==> config.mk <==
export PLATFORM = sky130hd
export DESIGN_NAME = bgjank_rom_arbiter
export DESIGN_NICKNAME = d
export VERILOG_FILES = /design/src/rtl/bgjank_pkg.sv /design/src/rtl/bg_addr_calc.sv /design/src/rtl/bgjank_rom_arbiter.sv
export SDC_FILE = /design/constraint.sdc
export NUM_CORES = 1
export LEC_CHECK = 0
export CAP_MARGIN = 0
export CORE_UTILIZATION = 49
export DETAILED_ROUTE_END_ITERATION = 10
export GPL_TIMING_DRIVEN = 0
export PLACE_DENSITY = 0.87
export SYNTH_ARGS = -nofsm -noshare
export SYNTH_HDL_FRONTEND = slang
export SYNTH_HIERARCHICAL = 1
export SYNTH_SLANG_ARGS = --single-unit
export TNS_END_PERCENT = 5
==> constraint.sdc <==
create_clock -name vga_clk -period 15.3 [get_ports vga_clk]
set_clock_uncertainty 0.2 [all_clocks]
set_input_delay 3.825 -clock vga_clk [delete_from_list [all_inputs] [get_ports vga_clk]]
set_output_delay 3.825 -clock vga_clk [all_outputs]
set_load 0.005 [all_outputs]
==> src/rtl/bgjank_pkg.sv <==
// Shared constants and state/ownership types for the background ROM arbiter.
package bgjank_pkg;

    // Background image geometry and screen-to-texel downscale
    localparam int IMG_W   = 320;
    localparam int IMG_H   = 240;
    localparam int SHIFT   = 1;

    // ROM interface widths
    localparam int ADDR_W  = 17;
    localparam int IDX_W   = 4;

    // Coordinate port widths
    localparam int SCAN_W  = 10;
    localparam int REQ_X_W = 9;
    localparam int REQ_Y_W = 8;

    // Game-request FSM states
    typedef enum logic [1:0] {
        IDLE = 2'd0,
        READ = 2'd1,
        DONE = 2'd2
    } arb_state_t;

    // Which requester drove the ROM address in a given cycle
    typedef enum logic {
        OWN_VGA  = 1'b0,
        OWN_GAME = 1'b1
    } owner_t;

endpackage

==> src/rtl/bg_addr_calc.sv <==
// Combinational texel-coordinate to linear ROM address, with an on-image flag.
module bg_addr_calc
    import bgjank_pkg::*;
#(
    parameter int X_W = SCAN_W,
    parameter int Y_W = SCAN_W,
    parameter int SH  = SHIFT
) (
    input  logic [X_W-1:0]    x,
    input  logic [Y_W-1:0]    y,
    output logic [ADDR_W-1:0] addr,
    output logic              in_range
);

    logic [ADDR_W-1:0] tx;
    logic [ADDR_W-1:0] ty;

    // Downscale, widen to the address width, then row-major linearise
    always_comb begin
        tx       = ADDR_W'(x >> SH);
        ty       = ADDR_W'(y >> SH);
        addr     = tx + ty * ADDR_W'(IMG_W);
        in_range = (tx < ADDR_W'(IMG_W)) && (ty < ADDR_W'(IMG_H));
    end

endmodule

==> src/rtl/bgjank_rom_arbiter.sv <==
// Shares the single-port background ROM between VGA scanout (active display)
// and a game-logic requester served only during blanking via req/ack.
module bgjank_rom_arbiter
    import bgjank_pkg::*;
(
    input  logic              vga_clk,
    input  logic              reset,
    input  logic [9:0]        DrawX,
    input  logic [9:0]        DrawY,
    input  logic              blank,
    input  logic              req,
    input  logic [8:0]        req_x,
    input  logic [7:0]        req_y,
    output logic              ack,
    output logic [IDX_W-1:0]  rdata,
    output logic              oob,
    output logic [ADDR_W-1:0] rom_address,
    input  logic [IDX_W-1:0]  rom_q,
    output logic [IDX_W-1:0]  bg_index,
    output logic              bg_valid
);

    arb_state_t        state;
    arb_state_t        state_nxt;
    owner_t            owner_now;
    owner_t            owner_d;
    logic              oob_pend;
    logic              req_service;
    logic              game_issue;

    logic [ADDR_W-1:0] scan_addr;
    logic              scan_in_range;
    logic [ADDR_W-1:0] game_addr;
    logic              game_in_range;

    bg_addr_calc #(
        .X_W (SCAN_W),
        .Y_W (SCAN_W),
        .SH  (SHIFT)
    ) u_scan_addr (
        .x        (DrawX),
        .y        (DrawY),
        .addr     (scan_addr),
        .in_range (scan_in_range)
    );

    bg_addr_calc #(
        .X_W (REQ_X_W),
        .Y_W (REQ_Y_W),
        .SH  (0)
    ) u_game_addr (
        .x        (req_x),
        .y        (req_y),
        .addr     (game_addr),
        .in_range (game_in_range)
    );

    // Palette index passes straight through; ROM already registers the read
    assign bg_index = rom_q;

    // FSM state register
    always_ff @(posedge vga_clk or posedge reset) begin
        if (reset) begin
            state <= IDLE;
        end else begin
            state <= state_nxt;
        end
    end

    // FSM next state: a request is only accepted in blanking, and DONE
    // waits for req to drop so a held request is never served twice
    always_comb begin
        state_nxt = state;
        case (state)
            IDLE:    if (req_service) state_nxt = READ;
            READ:    state_nxt = DONE;
            DONE:    if (!req) state_nxt = IDLE;
            default: state_nxt = IDLE;
        endcase
    end

    // FSM outputs: ROM port ownership and address mux for this cycle
    always_comb begin
        req_service = (state == IDLE) && req && !blank;
        game_issue  = req_service && game_in_range;
        owner_now   = game_issue ? OWN_GAME : OWN_VGA;
        rom_address = game_issue ? game_addr : scan_addr;
    end

    // Output and bookkeeping registers; in READ the ROM already holds the
    // game texel, so capture is unaffected by blank rising that cycle
    always_ff @(posedge vga_clk or posedge reset) begin
        if (reset) begin
            ack      <= 1'b0;
            rdata    <= '0;
            oob      <= 1'b0;
            oob_pend <= 1'b0;
            bg_valid <= 1'b0;
            owner_d  <= OWN_VGA;
        end else begin
            owner_d  <= owner_now;
            bg_valid <= (owner_now == OWN_VGA) && blank;
            ack      <= 1'b0;
            if (req_service) begin
                oob_pend <= !game_in_range;
            end
            if (state == READ) begin
                ack   <= 1'b1;
                oob   <= oob_pend;
                rdata <= (oob_pend || (owner_d != OWN_GAME)) ? '0 : rom_q;
            end
        end
    end

    // Active-display scan coordinates must always map onto the image
    always_ff @(posedge vga_clk) begin
        if (!reset && blank) begin
            assert (scan_in_range);
        end
    end

endmodule

## Yosys cells after proc, flatten, opt, wreduce, memory -nomap -nowiden

Index checks and enable logic that the tools add are counted.

| word-level totals | value |
|---|---|
| logic and storage cells | 36 |
| bits of input ports | 45 |
| bits in registers | 11 |

| cells by class | value |
|---|---|
| add/subtract/negate cells | 2 |
| eq/ne operators | 4 |
| bitwise logic cells | 2 |
| reduce and logical (&&, ||, !) cells | 10 |
| $mul | 2 |
| magnitude comparators | 2 |
| muxes and demuxes | 7 |

Operator list:

| kind | number |
|---|---|
| $add 9x17->17 | 2 |
| $mux 17 | 1 |
| $mul 8x3->11 const B | 1 |
| $mul 9x3->11 const B | 1 |
| $lt 9x9->1 const B | 1 |
| $lt 8x8->1 const B | 1 |
| $pmux 2 s3 | 1 |
| $logic_and 1x1->1 | 5 |
| $mux 2 | 2 |
| $mux 4 | 1 |
| $ne 2x2->1 const B | 2 |
| $eq 2x1->1 const B | 1 |
| $eq 2x2->1 const B | 1 |
| $logic_not 1->1 | 2 |
| $logic_not 2->1 | 1 |
| $mux 1 | 2 |
| $not 1->1 | 2 |
| $reduce_and 2->1 | 1 |
| $logic_or 1x1->1 | 1 |

## Longest topological paths before layout

Gate-level depths: netlist of the first run.

| depth | value |
|---|---|
| depth in word-level cells | 7 |
| depth in mapped cells | 10 |

## Hierarchy

The synthesis of the first run kept the hierarchy.

By module, submodules not included:

| module | cells each | times used | seq. area each (um2) | area each (um2) |
|---|---|---|---|---|
| bg_addr_calc (u_game_addr) | 82 | 1 | 0.0 | 685.7 |
| bgjank_rom_arbiter | 50 | 1 | 275.3 | 670.6 |
| bg_addr_calc (u_scan_addr) | 79 | 1 | 0.0 | 654.4 |

## Worst setup path after synthesis of the first run

No wires, ideal clock.

| timing | value |
|---|---|
| kind | in2out |
| from | input DrawY[2] |
| to | output rom_address[16] |
| path slack | 5.083 ns |
| required time | 11.275 ns |
| arrival | 6.192 ns |
| stages | 10 |
| cell sequence | ha_1 > ha_1 > fa_1 > a211oi_1 > o21bai_1 > a21oi_1 > xor2_1 > or3b_1 > xnor2_1 > mux2_2 |

| on the way | value |
|---|---|
| word-level cells in the longest chain between the ends | 3 |

Ends and longest elaborated chain:

| element | line | text |
|---|---|---|
| start: declaration | bgjank_rom_arbiter.sv:9 | `input logic [9:0] DrawY,` |
| $mul 9x3->11 | bg_addr_calc.sv:22 | `addr = tx + ty * ADDR_W'(IMG_W);` |
| $add 9x17->17 | bg_addr_calc.sv:22 |  |
| named net scan_addr[16] | bgjank_rom_arbiter.sv:31 | `logic [ADDR_W-1:0] scan_addr;` |
| $mux 17 | bgjank_rom_arbiter.sv:87 | `rom_address = game_issue ? game_addr : scan_addr;` |
| end: declaration | bgjank_rom_arbiter.sv:17 | `output logic [ADDR_W-1:0] rom_address,` |

The timed path passes the listed nets, and every way through them passes these cells.

## Final worst setup path of the first run

Same ends and word-level chain as after synthesis.

==> results.sh, run 1 <==
export IMPL_outcome="finished, final reports clean"
export IMPL_routed_via_density=5.34
export IMPL_cts_tree="built"
export IMPL_cell_internal_pwr_mw=0.122
export IMPL_cts_resized=0
export IMPL_end_kind="output pin"
export IMPL_hold_viol_final=0
export IMPL_critPathLaunchType="input port"
export IMPL_busiest_layer="met2"
export IMPL_ys_warnings_count=6
export IMPL_power_frac_clock_pct=15.6
export IMPL_dp_slack_ps=4010
export IMPL_insertion_delay_ps=230
export IMPL_design_area_sq_um=2680
export IMPL_crit_type="in -> out"
export IMPL_htreeDepth=1
export IMPL_rrSetupSlack_ps=13490
export IMPL_setup_viol=0
export IMPL_syn_mean_instance_area_sq_um=9.62
export IMPL_cp_max_fo=3
export IMPL_combPwrFrac_pct=65.1
export IMPL_drive_above_1_share_pct=19.0
export IMPL_num_rows=22
export IMPL_fmax_mhz=88.6
export IMPL_final_core_util_pct=71.0
export IMPL_fp_dieW_um=65.8
export IMPL_rsz0062_at_grt="no"
export IMPL_maxCapViolations=0
export IMPL_grt_usage_pct=20.5
export IMPL_synth_net_count=288
export IMPL_grt_pass1_vias=1708
export IMPL_finalMaxSlewViolations=0
export IMPL_antenna_cells=0
export IMPL_syn_to_final_growth_pct=34.4
export IMPL_cts_buffer_depth=2
export IMPL_fin_nets=351
export IMPL_p_leak_nw=1.25
export IMPL_final_min_clock_period_ps=11290
export IMPL_place_gp_congestion=0.818
export IMPL_max_slew_margin_pct=64.6
export IMPL_power_mw=0.182
export IMPL_cts_setup_buffers=0
export IMPL_io_pins=73
export IMPL_seqPwrFrac_pct=19.3
export IMPL_r2r_end="rdata[2]$_DFFE_PP0P_"
export IMPL_use_met1_pct=25.1
export IMPL_grt_use_met3_pct=1.22
export IMPL_wirelength_um=4120
export IMPL_ant_nets=0
export IMPL_hp_start="rdata[1]$_DFFE_PP0P_"
export IMPL_antenna_found_initial=0
export IMPL_min_path_cells=1
export IMPL_power_density_nw_per_um2=68.1
export IMPL_timing_rr_start="state[1]$_DFFE_PP0P_"
export IMPL_power_switching_mw=0.0608
export IMPL_crit_required_ps=11270
export IMPL_use_met2_pct=38.6
export IMPL_grt_first_pass_wirelength_um=7130
export IMPL_syn_inst=207
export IMPL_grt_overflow=0
export IMPL_dieArea_sq_um=4320
export IMPL_die_y_um=65.8
export IMPL_drc=0
export IMPL_syn_cell_area_sq_um=1990
export IMPL_cts_root_buf="clkbuf_8"
export IMPL_hold_class="reg -> reg"
export IMPL_clk_pin_slew_worst_paths_ps=50
export IMPL_cts_made_buffers=3
export IMPL_worst_r2r_path_depth=4
export IMPL_placed_area_sq_um=2630
export IMPL_clock_sink_count=11
export IMPL_holdPathEnd="rdata[1]$_DFFE_PP0P_"
export IMPL_setup_slack_ps=4010
export IMPL_wl_per_cell_um=13.0
export IMPL_cp_arrival_ps=7270
export IMPL_fin_crit_sh_pct=73.8
export IMPL_core_sq_um=3770
export IMPL_drt_iter0_drc=87
export IMPL_initial_core_util_pct=52.8
export IMPL_num_vias=1694
export IMPL_post_dp_hpwl_um=3470
export IMPL_setup_tns_final_ps=0
export IMPL_swShare_pct=33.3
export IMPL_tightestPinTransition_ps=530
export IMPL_ir_drop_mv=0.0327
export IMPL_portBuffers=58
export IMPL_grt_start_max_net_pins=12
export IMPL_ctsHoldBuffers=0
export IMPL_drt_pass1_iter_count=4
export IMPL_nFillCells=287
layout by cell type, fill, tap and decap left out, types with 2 or more instances in the layout:
cell type / count
nor2b_1: 2
a21oi_1: 5
o21ai_0: 8
nand4_1: 3
buf_4: 16
a31oi_1: 2
xnor2_1: 13
nand3_1: 4
o21bai_1: 3
dfrtp_1: 11
inv_1: 14
fa_1: 4
nor2_1: 10
o21a_1: 3
a211oi_2: 2
o211ai_1: 2
mux2_4: 8
a22o_1: 4
clkbuf_8: 3
nor4b_4: 2
a21o_1: 6
nand2_1: 8
xor2_1: 8
nor3b_1: 3
clkbuf_1: 3
ha_1: 32
xor2_2: 2
clkdlybuf4s50_1: 58
mux2_2: 10
sequential cells by signal, summed over array words and instances (netlist names):
name	cells
ack	1
state	2
rdata	4
oob	1
owner_d	1
bg_valid	1
oob_pend	1
power by group through the flow:
| stage | clock [mW] | combinational (mW) | sequential, mW |
|---|---|---|---|
| 6_report | 0.0285 | 0.119 | 0.0352 |
| 5_1_grt | 0.0312 | 0.131 | 0.0357 |
| 3_3_place_gp | 0 | 0.117 | 0.0353 |
| 2_1_floorplan | 0 | 0.0747 | 0.0354 |
| 4_1_cts | 0.0292 | 0.120 | 0.0352 |
| 3_5_place_dp | 0 | 0.118 | 0.0358 |
worst max path at each step:
stage                   from         endpoint  slack (ps)  cells past startpoint
floorplan           DrawY[2]  rom_address[16]        5080                     10
finish              DrawY[2]  rom_address[16]        4010                     12
global route        DrawY[2]  rom_address[16]        3780                     12
detailed placement  DrawY[2]  rom_address[16]        4010                     12
CTS                 DrawY[2]  rom_address[16]        3980                     12
global placement    DrawY[2]  rom_address[16]        4040                     12
critical path: stages:
cell	delay, ps
clkdlybuf4s50_1	450
ha_1	320
ha_1	230
fa_1	410
a211oi_1	380
o21bai_1	130
a21oi_1	180
xor2_1	110
or3b_1	400
xnor2_1	130
mux2_2	260
clkdlybuf4s50_1	440
final cells by class:
type                            count  area (sq um)  share of cell area [%]
Buffer                             19           139                    5.19
Clock buffer                        4          45.0                    1.68
Inverter                           14          52.6                    1.96
Multi-Input combinational cell    163          1530                    57.0
Sequential cell                    11           275                    10.3
Tap cell                           48          60.1                    2.24
Timing Repair Buffer               58           581                    21.7
per-layer routing:
layer	wire length, um	share of wire [%]	vias up
li1	-	-	858
met1	1800	44	781
met2	2140	52	51
met3	146	3.5	4
met4	25	0.61	0
met5	0	0	-
stage by stage:
step | cells | hold WS [ps]
after floorplan | 207 | 283
after global placement | 313 | 289
after detailed placement | 313 | 299
after CTS | 317 | 309
after global routing | 317 | 328
final | 317 | 305
(Power assumes the default switching activity.)
==> inputs of run 2 (changes only) <==
--- a/config.mk
+++ b/config.mk
@@ -6,10 +6,10 @@
 export NUM_CORES = 1
 export LEC_CHECK = 0
 export CAP_MARGIN = 0
-export CORE_UTILIZATION = 49
+export CORE_UTILIZATION = 46
 export DETAILED_ROUTE_END_ITERATION = 10
 export GPL_TIMING_DRIVEN = 0
-export PLACE_DENSITY = 0.87
+export PLACE_DENSITY = 0.82
 export SYNTH_ARGS = -nofsm -noshare
 export SYNTH_HDL_FRONTEND = slang
 export SYNTH_HIERARCHICAL = 1
==> constraint.sdc (replaced) <==
create_clock -name vga_clk -period 11.6 [get_ports vga_clk]
set_clock_uncertainty 0.2 [all_clocks]
set_input_delay 2.9 -clock vga_clk [delete_from_list [all_inputs] [get_ports vga_clk]]
set_output_delay 2.9 -clock vga_clk [all_outputs]
set_load 0.005 [all_outputs]
==> run 2 against run 1 <==
Compared with the run above: highest routed layer unchanged; non-clock buffer count is the same; design area is essentially flat; first-iteration DRC count fell by 46%; critical endpoint unchanged; register-to-register slack got worse by 3600 ps; largest cell class unchanged; total power increased by 32%.
==> results.sh, run 2 (synthesized netlist as in run 1, its figures left out) <==
export IMPL_outcome="finished, final reports clean"
export IMPL_routed_via_density=5.27
export IMPL_dieArea_sq_um=4600
export IMPL_insertion_delay_ps=240
export IMPL_hold_class="reg -> reg"
export IMPL_rsz0062_at_grt="no"
export IMPL_dp_slack_ps=2150
export IMPL_drc=0
export IMPL_holdPathEnd="oob$_DFFE_PP0P_"
export IMPL_syn_to_final_growth_pct=34.5
export IMPL_post_dp_hpwl_um=3510
export IMPL_p_leak_nw=1.25
export IMPL_cts_root_buf="clkbuf_8"
export IMPL_crit_type="in -> out"
export IMPL_wirelength_um=4070
export IMPL_crit_required_ps=8500
export IMPL_reg_top3="rdata: 4 flops, state: 2 flops"
export IMPL_regArea_sq_um=275
export IMPL_grt_overflow=0
export IMPL_io_pins=73
export IMPL_maxCapViolations=0
export IMPL_fin_nets=351
export IMPL_setup_tns_final_ps=0
export IMPL_cts_resized=0
export IMPL_initial_core_util_pct=48.7
export IMPL_largest_register="rdata"
export IMPL_die_y_um=67.8
export IMPL_antenna_found_initial=0
export IMPL_fp_dieW_um=67.8
export IMPL_hp_start="oob$_DFFE_PP0P_"
export IMPL_place_gp_congestion=0.784
export IMPL_wl_per_cell_um=12.8
export IMPL_fin_crit_sh_pct=81.4
export IMPL_layout_commonest_cell="clkdlybuf4s50_1"
export IMPL_timing_rr_start="state[1]$_DFFE_PP0P_"
export IMPL_rrSetupSlack_ps=9870
export IMPL_cts_setup_buffers=0
export IMPL_cp_arrival_ps=6340
export IMPL_max_slew_margin_pct=66.6
export IMPL_antenna_cells=0
export IMPL_grt_pass1_vias=1600
export IMPL_multi_input_area_sq_um=1530
export IMPL_htreeDepth=1
export IMPL_fmax_mhz=106
export IMPL_power_density_nw_per_um2=89.8
export IMPL_grt_usage_pct=18.5
export IMPL_ir_drop_mv=0.0456
export IMPL_end_kind="output pin"
export IMPL_ctsHoldBuffers=0
export IMPL_worst_r2r_path_depth=4
export IMPL_num_rows=23
export IMPL_portBuffers=58
export IMPL_drt_pass1_iter_count=4
export IMPL_hold_viol_final=0
export IMPL_largest_reg_flops=4
export IMPL_setup_slack_ps=2160
export IMPL_nFillCells=357
export IMPL_clk_pin_slew_worst_paths_ps=50
export IMPL_cts_buffer_depth=2
export IMPL_cp_max_fo=3
export IMPL_r2r_end="rdata[1]$_DFFE_PP0P_"
export IMPL_finalMaxSlewViolations=0
export IMPL_grt_first_pass_wirelength_um=6610
export IMPL_core_sq_um=4090
export IMPL_drt_iter0_drc=47
export IMPL_setup_viol=0
export IMPL_final_min_clock_period_ps=9440
export IMPL_cts_made_buffers=3
export IMPL_ant_nets=0
export IMPL_critPathLaunchType="input port"
export IMPL_min_path_cells=1
export IMPL_grt_start_max_net_pins=12
export IMPL_drive_above_1_share_pct=19.0
export IMPL_tightestPinTransition_ps=500
export IMPL_clock_sink_count=11
export IMPL_cts_tree="built"
export IMPL_final_cell_mix="58 x clkdlybuf4s50_1, 32 x ha_1, 16 x buf_4"
export IMPL_num_vias=1681
-- run 2: per-layer routing --
| layer | GRT usage [%] | share of wire, % |
|---|---|---|
| met5 | 0 | 0 |
| met4 | 4.69 | 0.83 |
| met3 | 2.03 | 5.0 |
| met2 | 35.5 | 53 |
| met1 | 21.4 | 41 |
-- run 2: how the worst max path moves through the flow --
stage	cells after the start	endpoint	from	slack, ps
after floorplan	10	rom_address[16]	DrawY[2]	3230
after global routing	12	rom_address[16]	DrawY[2]	1960
after detailed placement	12	rom_address[16]	DrawY[2]	2150
after CTS	12	rom_address[16]	DrawY[2]	2160
final	12	rom_address[16]	DrawY[2]	2160
after global placement	12	rom_address[16]	DrawY[2]	2190
-- run 2: layout make-up --
class                      instances  share of cell area (%)
sequential                        11                    10.3
tap                               50                    2.33
clock buffer                       4                    1.68
inverter                          14                    1.96
timing repair buffer              58                    21.7
multi-input combinational        163                    56.9
buffer                            19                    5.18
-- run 2: stage by stage --
stage,instances,power [mW],hold WS (ps),area (sq um),util (%)
2_1_floorplan,207,0.145,283,1990,-
3_3_place_gp,315,0.201,290,2640,64.5
3_5_place_dp,315,0.204,303,2640,64.5
4_1_cts,319,0.244,317,2680,65.6
5_1_grt,319,0.261,323,2680,65.6
6_report,319,0.241,315,2680,65.6
-- run 2: report_power, final --
part           switching (mW)  total, mW  leakage (nW)  internal (mW)
registers             0.00313     0.0464         0.143         0.0433
logic                  0.0636      0.157          1.08         0.0931
clock network          0.0134     0.0374        0.0228         0.0240
total                  0.0801      0.241          1.25          0.160
-- run 2: critical path, cell delays in order --
cell and delay [ps]:
clkdlybuf4s50_1 460, ha_1 320, ha_1 230, fa_1 410
a211oi_1 360, o21bai_1 130, a21oi_1 180, xor2_1 110
or3b_1 400, xnor2_1 130, mux2_2 260, clkdlybuf4s50_1 450
